`config.mk`:
```
export PLATFORM = sky130hd
export DESIGN_NAME = classify_arbiter_flat
export DESIGN_NICKNAME = d
export VERILOG_FILES = /design/src/rtl/classify_arbiter_if.sv /design/src/rtl/classify_arbiter.sv /design/src/flat_wrapper.sv
export SDC_FILE = /design/constraint.sdc
export NUM_CORES = 1
export LEC_CHECK = 0
export ABC_AREA = 0
export CAP_MARGIN = 0
export CORE_MARGIN = 4
export CORE_UTILIZATION = 45
export DETAILED_ROUTE_END_ITERATION = 7
export GPL_TIMING_DRIVEN = 0
export PLACE_DENSITY = 0.9
export SLEW_MARGIN = 20
export SYNTH_ARGS = -nofsm -noshare
export SYNTH_HDL_FRONTEND = slang
export SYNTH_SLANG_ARGS = --single-unit
```
`constraint.sdc`:
```
create_clock -name clk -period 2.1 [get_ports clk]
set_input_delay 0.42 -clock clk [delete_from_list [all_inputs] [get_ports clk]]
set_output_delay 0.42 -clock clk [all_outputs]
set_load 0.03 [all_outputs]
```
`src/rtl/classify_arbiter_if.sv`:
```
// Request/response bundle between NREQ number sources, the shared classifier and its consumer.
// The master modport is the requester/consumer side; slave is the arbiter itself.
interface classify_arbiter_if #(
    parameter int NREQ = 4
) ();
    logic [NREQ-1:0]   req_valid;
    logic [8*NREQ-1:0] req_number;
    logic [NREQ-1:0]   req_ready;
    logic              rsp_valid;
    logic              rsp_ready;
    logic [2:0]        rsp_id;
    logic              rsp_odd;
    logic [7:0]        rsp_rem;

    modport master (
        output req_valid, req_number, rsp_ready,
        input  req_ready, rsp_valid, rsp_id, rsp_odd, rsp_rem
    );

    modport slave (
        input  req_valid, req_number, rsp_ready,
        output req_ready, rsp_valid, rsp_id, rsp_odd, rsp_rem
    );
endinterface

```
`src/rtl/classify_arbiter.sv`:
```
// Round-robin arbiter sharing one odd/even classifier (mod 3 if odd, mod 4 if even) among NREQ requesters.
// Define CLASSIFY_ARB_FIXED_PRIO_EN to replace round-robin with lowest-index-wins fixed priority.
module classify_arbiter #(
    parameter int NREQ = 4
) (
    input  logic              clk,
    input  logic              rst,
    classify_arbiter_if.slave bus,
    output logic              busy
);
    typedef enum logic [1:0] {
        IDLE   = 2'd0,
        LOAD   = 2'd1,
        DIVIDE = 2'd2,
        RESP   = 2'd3
    } state_t;

    state_t          state_q, state_d;
    logic [7:0]      rem_q, rem_d;
    logic [2:0]      id_q, id_d;
    logic            odd_q, odd_d;
    logic            valid_q, valid_d;
    logic [NREQ-1:0] grant_s;
    logic [2:0]      gnt_id_s;
    logic [7:0]      gnt_num_s;
    logic            gnt_found_s;
    logic [2:0]      base_s;

`ifdef CLASSIFY_ARB_FIXED_PRIO_EN
    assign base_s = 3'd0;
`else
    logic [2:0]      rr_ptr_q, rr_ptr_d;
    assign base_s = rr_ptr_q;
`endif

    // Rotating priority search: first pass covers indices at/after base, second pass wraps below it.
    always_comb begin
        grant_s     = '0;
        gnt_id_s    = 3'd0;
        gnt_num_s   = 8'd0;
        gnt_found_s = 1'b0;
        for (int i = 0; i < NREQ; i++) begin
            if (!gnt_found_s && bus.req_valid[i] && (i >= int'(base_s))) begin
                gnt_found_s = 1'b1;
                grant_s[i]  = 1'b1;
                gnt_id_s    = 3'(i);
                gnt_num_s   = bus.req_number[8*i +: 8];
            end else begin
                gnt_found_s = gnt_found_s;
            end
        end
        for (int i = 0; i < NREQ; i++) begin
            if (!gnt_found_s && bus.req_valid[i]) begin
                gnt_found_s = 1'b1;
                grant_s[i]  = 1'b1;
                gnt_id_s    = 3'(i);
                gnt_num_s   = bus.req_number[8*i +: 8];
            end else begin
                gnt_found_s = gnt_found_s;
            end
        end
    end

    // Next-state and datapath: the remainder register doubles as the latched number.
    always_comb begin
        state_d  = state_q;
        rem_d    = rem_q;
        id_d     = id_q;
        odd_d    = odd_q;
        valid_d  = valid_q;
`ifndef CLASSIFY_ARB_FIXED_PRIO_EN
        rr_ptr_d = rr_ptr_q;
`endif
        case (state_q)
            IDLE: begin
                if (gnt_found_s) begin
                    rem_d   = gnt_num_s;
                    id_d    = gnt_id_s;
                    state_d = LOAD;
                end else begin
                    state_d = IDLE;
                end
            end
            LOAD: begin
                odd_d = rem_q[0];
                if (!rem_q[0]) begin
                    rem_d   = {6'd0, rem_q[1:0]};
                    state_d = RESP;
                    valid_d = 1'b1;
                end else if (rem_q < 8'd3) begin
                    state_d = RESP;
                    valid_d = 1'b1;
                end else begin
                    state_d = DIVIDE;
                end
            end
            DIVIDE: begin
                rem_d = rem_q - 8'd3;
                if (rem_d < 8'd3) begin
                    state_d = RESP;
                    valid_d = 1'b1;
                end else begin
                    state_d = DIVIDE;
                end
            end
            RESP: begin
                if (bus.rsp_ready) begin
                    valid_d  = 1'b0;
                    state_d  = IDLE;
`ifndef CLASSIFY_ARB_FIXED_PRIO_EN
                    rr_ptr_d = 3'((int'(id_q) + 1) % NREQ);
`endif
                end else begin
                    state_d = RESP;
                end
            end
            default: begin
                state_d = IDLE;
                valid_d = 1'b0;
            end
        endcase
    end

    // State and result registers; reset discards any in-flight job.
    always_ff @(posedge clk) begin
        if (rst) begin
            state_q  <= IDLE;
            rem_q    <= 8'd0;
            id_q     <= 3'd0;
            odd_q    <= 1'b0;
            valid_q  <= 1'b0;
`ifndef CLASSIFY_ARB_FIXED_PRIO_EN
            rr_ptr_q <= 3'd0;
`endif
        end else begin
            state_q  <= state_d;
            rem_q    <= rem_d;
            id_q     <= id_d;
            odd_q    <= odd_d;
            valid_q  <= valid_d;
`ifndef CLASSIFY_ARB_FIXED_PRIO_EN
            rr_ptr_q <= rr_ptr_d;
`endif
        end
    end

    assign bus.req_ready = (state_q == IDLE) ? grant_s : '0;
    assign bus.rsp_valid = valid_q;
    assign bus.rsp_id    = id_q;
    assign bus.rsp_odd   = odd_q;
    assign bus.rsp_rem   = rem_q;
    assign busy          = (state_q != IDLE);
endmodule

```
`src/flat_wrapper.sv`:
```
// flat-port wrapper written by rule: the top's interface ports become plain ports
module classify_arbiter_flat 
#(
    parameter int NREQ = 4
)
  (clk, rst, busy, bus_req_valid, bus_req_number, bus_rsp_ready, bus_req_ready, bus_rsp_valid, bus_rsp_id, bus_rsp_odd, bus_rsp_rem);
  classify_arbiter_if #(.NREQ(NREQ)) bus_i ();
  input  logic clk;
  input  logic rst;
  output logic busy;
  input wire logic [$bits(bus_i.req_valid)-1:0] bus_req_valid;
  input wire logic [$bits(bus_i.req_number)-1:0] bus_req_number;
  input wire logic [$bits(bus_i.rsp_ready)-1:0] bus_rsp_ready;
  output wire logic [$bits(bus_i.req_ready)-1:0] bus_req_ready;
  output wire logic [$bits(bus_i.rsp_valid)-1:0] bus_rsp_valid;
  output wire logic [$bits(bus_i.rsp_id)-1:0] bus_rsp_id;
  output wire logic [$bits(bus_i.rsp_odd)-1:0] bus_rsp_odd;
  output wire logic [$bits(bus_i.rsp_rem)-1:0] bus_rsp_rem;
  assign bus_i.req_valid = bus_req_valid;
  assign bus_i.req_number = bus_req_number;
  assign bus_i.rsp_ready = bus_rsp_ready;
  assign bus_req_ready = bus_i.req_ready;
  assign bus_rsp_valid = bus_i.rsp_valid;
  assign bus_rsp_id = bus_i.rsp_id;
  assign bus_rsp_odd = bus_i.rsp_odd;
  assign bus_rsp_rem = bus_i.rsp_rem;
  classify_arbiter #(.NREQ(NREQ)) u_core (.clk(clk), .rst(rst), .bus(bus_i), .busy(busy));
endmodule
```
==> parameters.txt <==
Parameter                              Value

Outcome
  Result of the run    completed

Yosys
  Proportion of synthesized chip area in sequential cells    19.5%
  Most repeated cell in the gate-level netlist after synthesis    sky130_fd_sc_hd__nor2_1
  Yosys warning count    0
  Share of async-settable or async-resettable flops after synthesis    0%
  Unique cell type count in the Yosys netlist    59
  Cell taking the most area after synthesis    sky130_fd_sc_hd__dfxtp_1
  Synthesized cell area    0.00164 mm²
  Cells taking the most area after synthesis    sky130_fd_sc_hd__dfxtp_1 (20%), sky130_fd_sc_hd__nor2_1 (5.9%), sky130_fd_sc_hd__a21oi_1 (5.5%)
  Total nets after synthesis    262
  Seq cells post-synth    16
  Average footprint of a synthesized cell    7.59 µm²
  Post-synth EDFFs    0
  Area share of the largest cell type after synthesis    19.5%
  Most numerous cell types in the synthesized netlist    sky130_fd_sc_hd__nor2_1 (26), sky130_fd_sc_hd__a21oi_1 (18), sky130_fd_sc_hd__dfxtp_1 (16), sky130_fd_sc_hd__nand2_1 (11), sky130_fd_sc_hd__o21ai_0 (11)
  Cell count after synthesis    216
  Most used flip-flop cell after synthesis    sky130_fd_sc_hd__dfxtp_1

Floorplan
  DIE AREA    0.00468 mm²
  Standard-cell rows    21
  Die extent in x    68.4 µm
  Ports placed on the boundary    57
  Effective utilization at floorplan    48.0%
  Std-Cell Core Area    0.00342 mm²
  Chip height    68.4 µm

Timing
  Transition time at the pin with the least slew margin    0.608 ns
  RSZ-0062 raised after global routing    true
  Clock skew after layout    0.00121 ns
  Post-layout min period    2.08 ns
  Aggregate negative setup slack    0 ns
  Worst Hold Margin    0.481 ns
  Setup-violating endpoint count in the final report    0
  Final worst-path cycle share    98.9%
  Relative max-transition margin    59.2%
  Hold Violations, Final    0
  Final slew viol count    0
  Upper clock frequency limit    0.482 GHz

Worst hold path
  Class of the tightest hold or removal check    flip-flop to flip-flop

Clocking
  Total CTS buffers    3
  Hold buffers post-CTS    0
  TritonCTS clock tree    done
  CTS sink count    16
  Maximum number of buffers from clock root to sink    2
  Number of levels the H-tree was split into    1
  Reg clk slew, reported paths    0.10 ns
  Buffer cell driving the clock tree root    sky130_fd_sc_hd__clkbuf_4
  Clk_lat worst skew    0.30 ns

Pwr
  Cell Pwr Density    826 mW/mm²
  Total power after layout    2.02 mW
  Worst supply voltage drop on vdd    0.350 mV
  Lkg Pwr    0.932 nW

Route
  Initial drt markers    221
  Pre-antenna DRT Iters    7
  Detail-routed net length per standard cell    16.5 µm
  Vias per cell    6.28
  Vias post-DR    2,055
  Number of nets still failing antenna checks after routing    0
  DRT Wirelength    5390 µm
  Final routed DRC violation total    0

Global routing
  Aggregate global routing overflow    0
  Global router's overall resource usage    23.9%
  Number of global-route vias before repair    1,934
  Pin count of the biggest net entering global routing    12
  Initial antenna violation count    0
  Global-route wire length before repair    8630 µm

Setup path
  Sort of element at the start of the critical path    primary input
  Worst setup EP type    output pin
  Critical path data arrival time    1.66 ns
  Highest fanout seen on the critical path    9
  Path type of the worst setup path    primary input to output pin
  Required arrival time at the worst endpoint    1.68 ns

Cells and area
  Final non-filler cell area    0.00244 mm²
  Layout area overhead    48.7%
  Fraction of final layout cells with drive strength greater than 1    21.4%
  Number of diodes    0
  Number of nets in the final layout    328
  Fill cell total of the finished layout    264
  Non-Filler Instances    327

Placement
  Estimated wirelength of the detail-placed design    3740 µm
  Number of buffers inserted by port buffering    54
  Placer Congestion    0.949
  Area after DPL    0.00224 mm²
  Inst Count DP    316

Job
  Reported max-cap violation count    0
## path summary, 6_finish.rpt
check        slack (ns)               endpoint  depth (start not counted)               start
max                0.02       bus_req_ready[2]                          8    bus_req_valid[0]
min                0.48     u_core.bus.rsp_odd                          2  u_core.bus.rsp_odd
max reg2reg        0.12  u_core.bus.rsp_rem[6]                          5   u_core.state_q[0]
min reg2reg        0.48     u_core.bus.rsp_odd                          2  u_core.bus.rsp_odd
## cell families after synthesis
logic type	Yosys count	synth area share (%)
flip-flops	16	19.5
multiplexers	1	0.686
XOR/XNOR	4	2.14
AND/OR/NAND/NOR	75	25.7
adder cells (fa/ha/maj)	7	5.34
buffers and inverters	26	7.63
other	1	0.229
AO/OA/AOI/OAI	86	38.7
## worst max-delay path: stages
cell and delay, ns:
sky130_fd_sc_hd__clkdlybuf4s15_2 0.29, sky130_fd_sc_hd__nor2b_4 0.20, sky130_fd_sc_hd__o21ai_2 0.07, sky130_fd_sc_hd__and3_4 0.18, sky130_fd_sc_hd__buf_6 0.13, sky130_fd_sc_hd__nor2_1 0.15
sky130_fd_sc_hd__nor2_1 0.06, sky130_fd_sc_hd__buf_4 0.16
## area by class of cell
class / instances / area [µm²] / share of cell area (%)
Clock buffer: 4 / 36.3 / 1.49
Tap cell: 46 / 57.6 / 2.36
Timing Repair Buffer: 64 / 588 / 24.1
Inverter: 10 / 37.5 / 1.54
Buffer: 13 / 91.3 / 3.74
Multi-Input combinational cell: 174 / 1300 / 53.4
Sequential cell: 16 / 327 / 13.4
## state kept, by name (all words and copies together), names as in the netlist
signal,flops
u_core.bus.rsp_rem,8
u_core.base_s,2
u_core.bus.rsp_id,2
u_core.state_q,2
u_core.bus.rsp_odd,1
u_core.bus.rsp_valid,1
## repair_timing
item,4_1_cts,5_1_grt
resized for setup,47,22
cloned,0,1
endpoints found under the setup margin,13,12
buffers inserted,5,4
pin swaps,3,4
## report_power, final
group          leakage [nW]  total [mW]  switching [mW]  internal [mW]
Combinational         0.777        1.31           0.729          0.576
Sequential            0.133       0.494           0.110          0.384
Clock                0.0210       0.217           0.111          0.106
Total                 0.932        2.02           0.950           1.07
## per-layer routing
metal | vias to the layer above | track usage, % | wire, µm
met2 | 114 | 39.6 | 2610
met4 | 0 | 12.7 | 76
met1 | 968 | 29.8 | 2280
met3 | 7 | 3.28 | 426
li1 | 966 | - | -
met5 | - | 0 | 0
## stage by stage
stage          setup WS, ns  utilization, %
6_report             0.0237            71.4
4_1_cts            -0.00374            69.7
3_5_place_dp         -0.965            65.6
3_3_place_gp         -0.938            65.6
2_1_floorplan        0.0832               -
5_1_grt             -0.0617            71.4
## cell usage in the layout, fill, tap and decap left out, drive strengths merged, types with 2 or more instances in the layout
cell / netlist / routed
clkdlybuf4s50: 0 / 45
nor2: 26 / 26
buf: 9 / 20
a21oi: 19 / 19
dfxtp: 16 / 16
clkbuf: 7 / 14
o21ai: 12 / 12
nand2: 11 / 11
inv: 10 / 10
nand2b: 8 / 8
a211oi: 7 / 7
ha: 7 / 7
o2bb2ai: 6 / 6
and3: 6 / 6
a222oi: 5 / 5
a221oi: 5 / 5
a311oi: 5 / 5
nand3: 4 / 4
a2bb2oi: 4 / 4
nor4: 4 / 4
o211ai: 3 / 3
xnor2: 3 / 3
nor3: 3 / 3
nor2b: 3 / 3
a31oi: 3 / 3
a21o: 2 / 2
a21boi: 2 / 2
clkdlybuf4s15: 0 / 2
a22oi: 2 / 2
a2111oi: 2 / 2
Note: power is estimated with default switching activity, not from simulation.
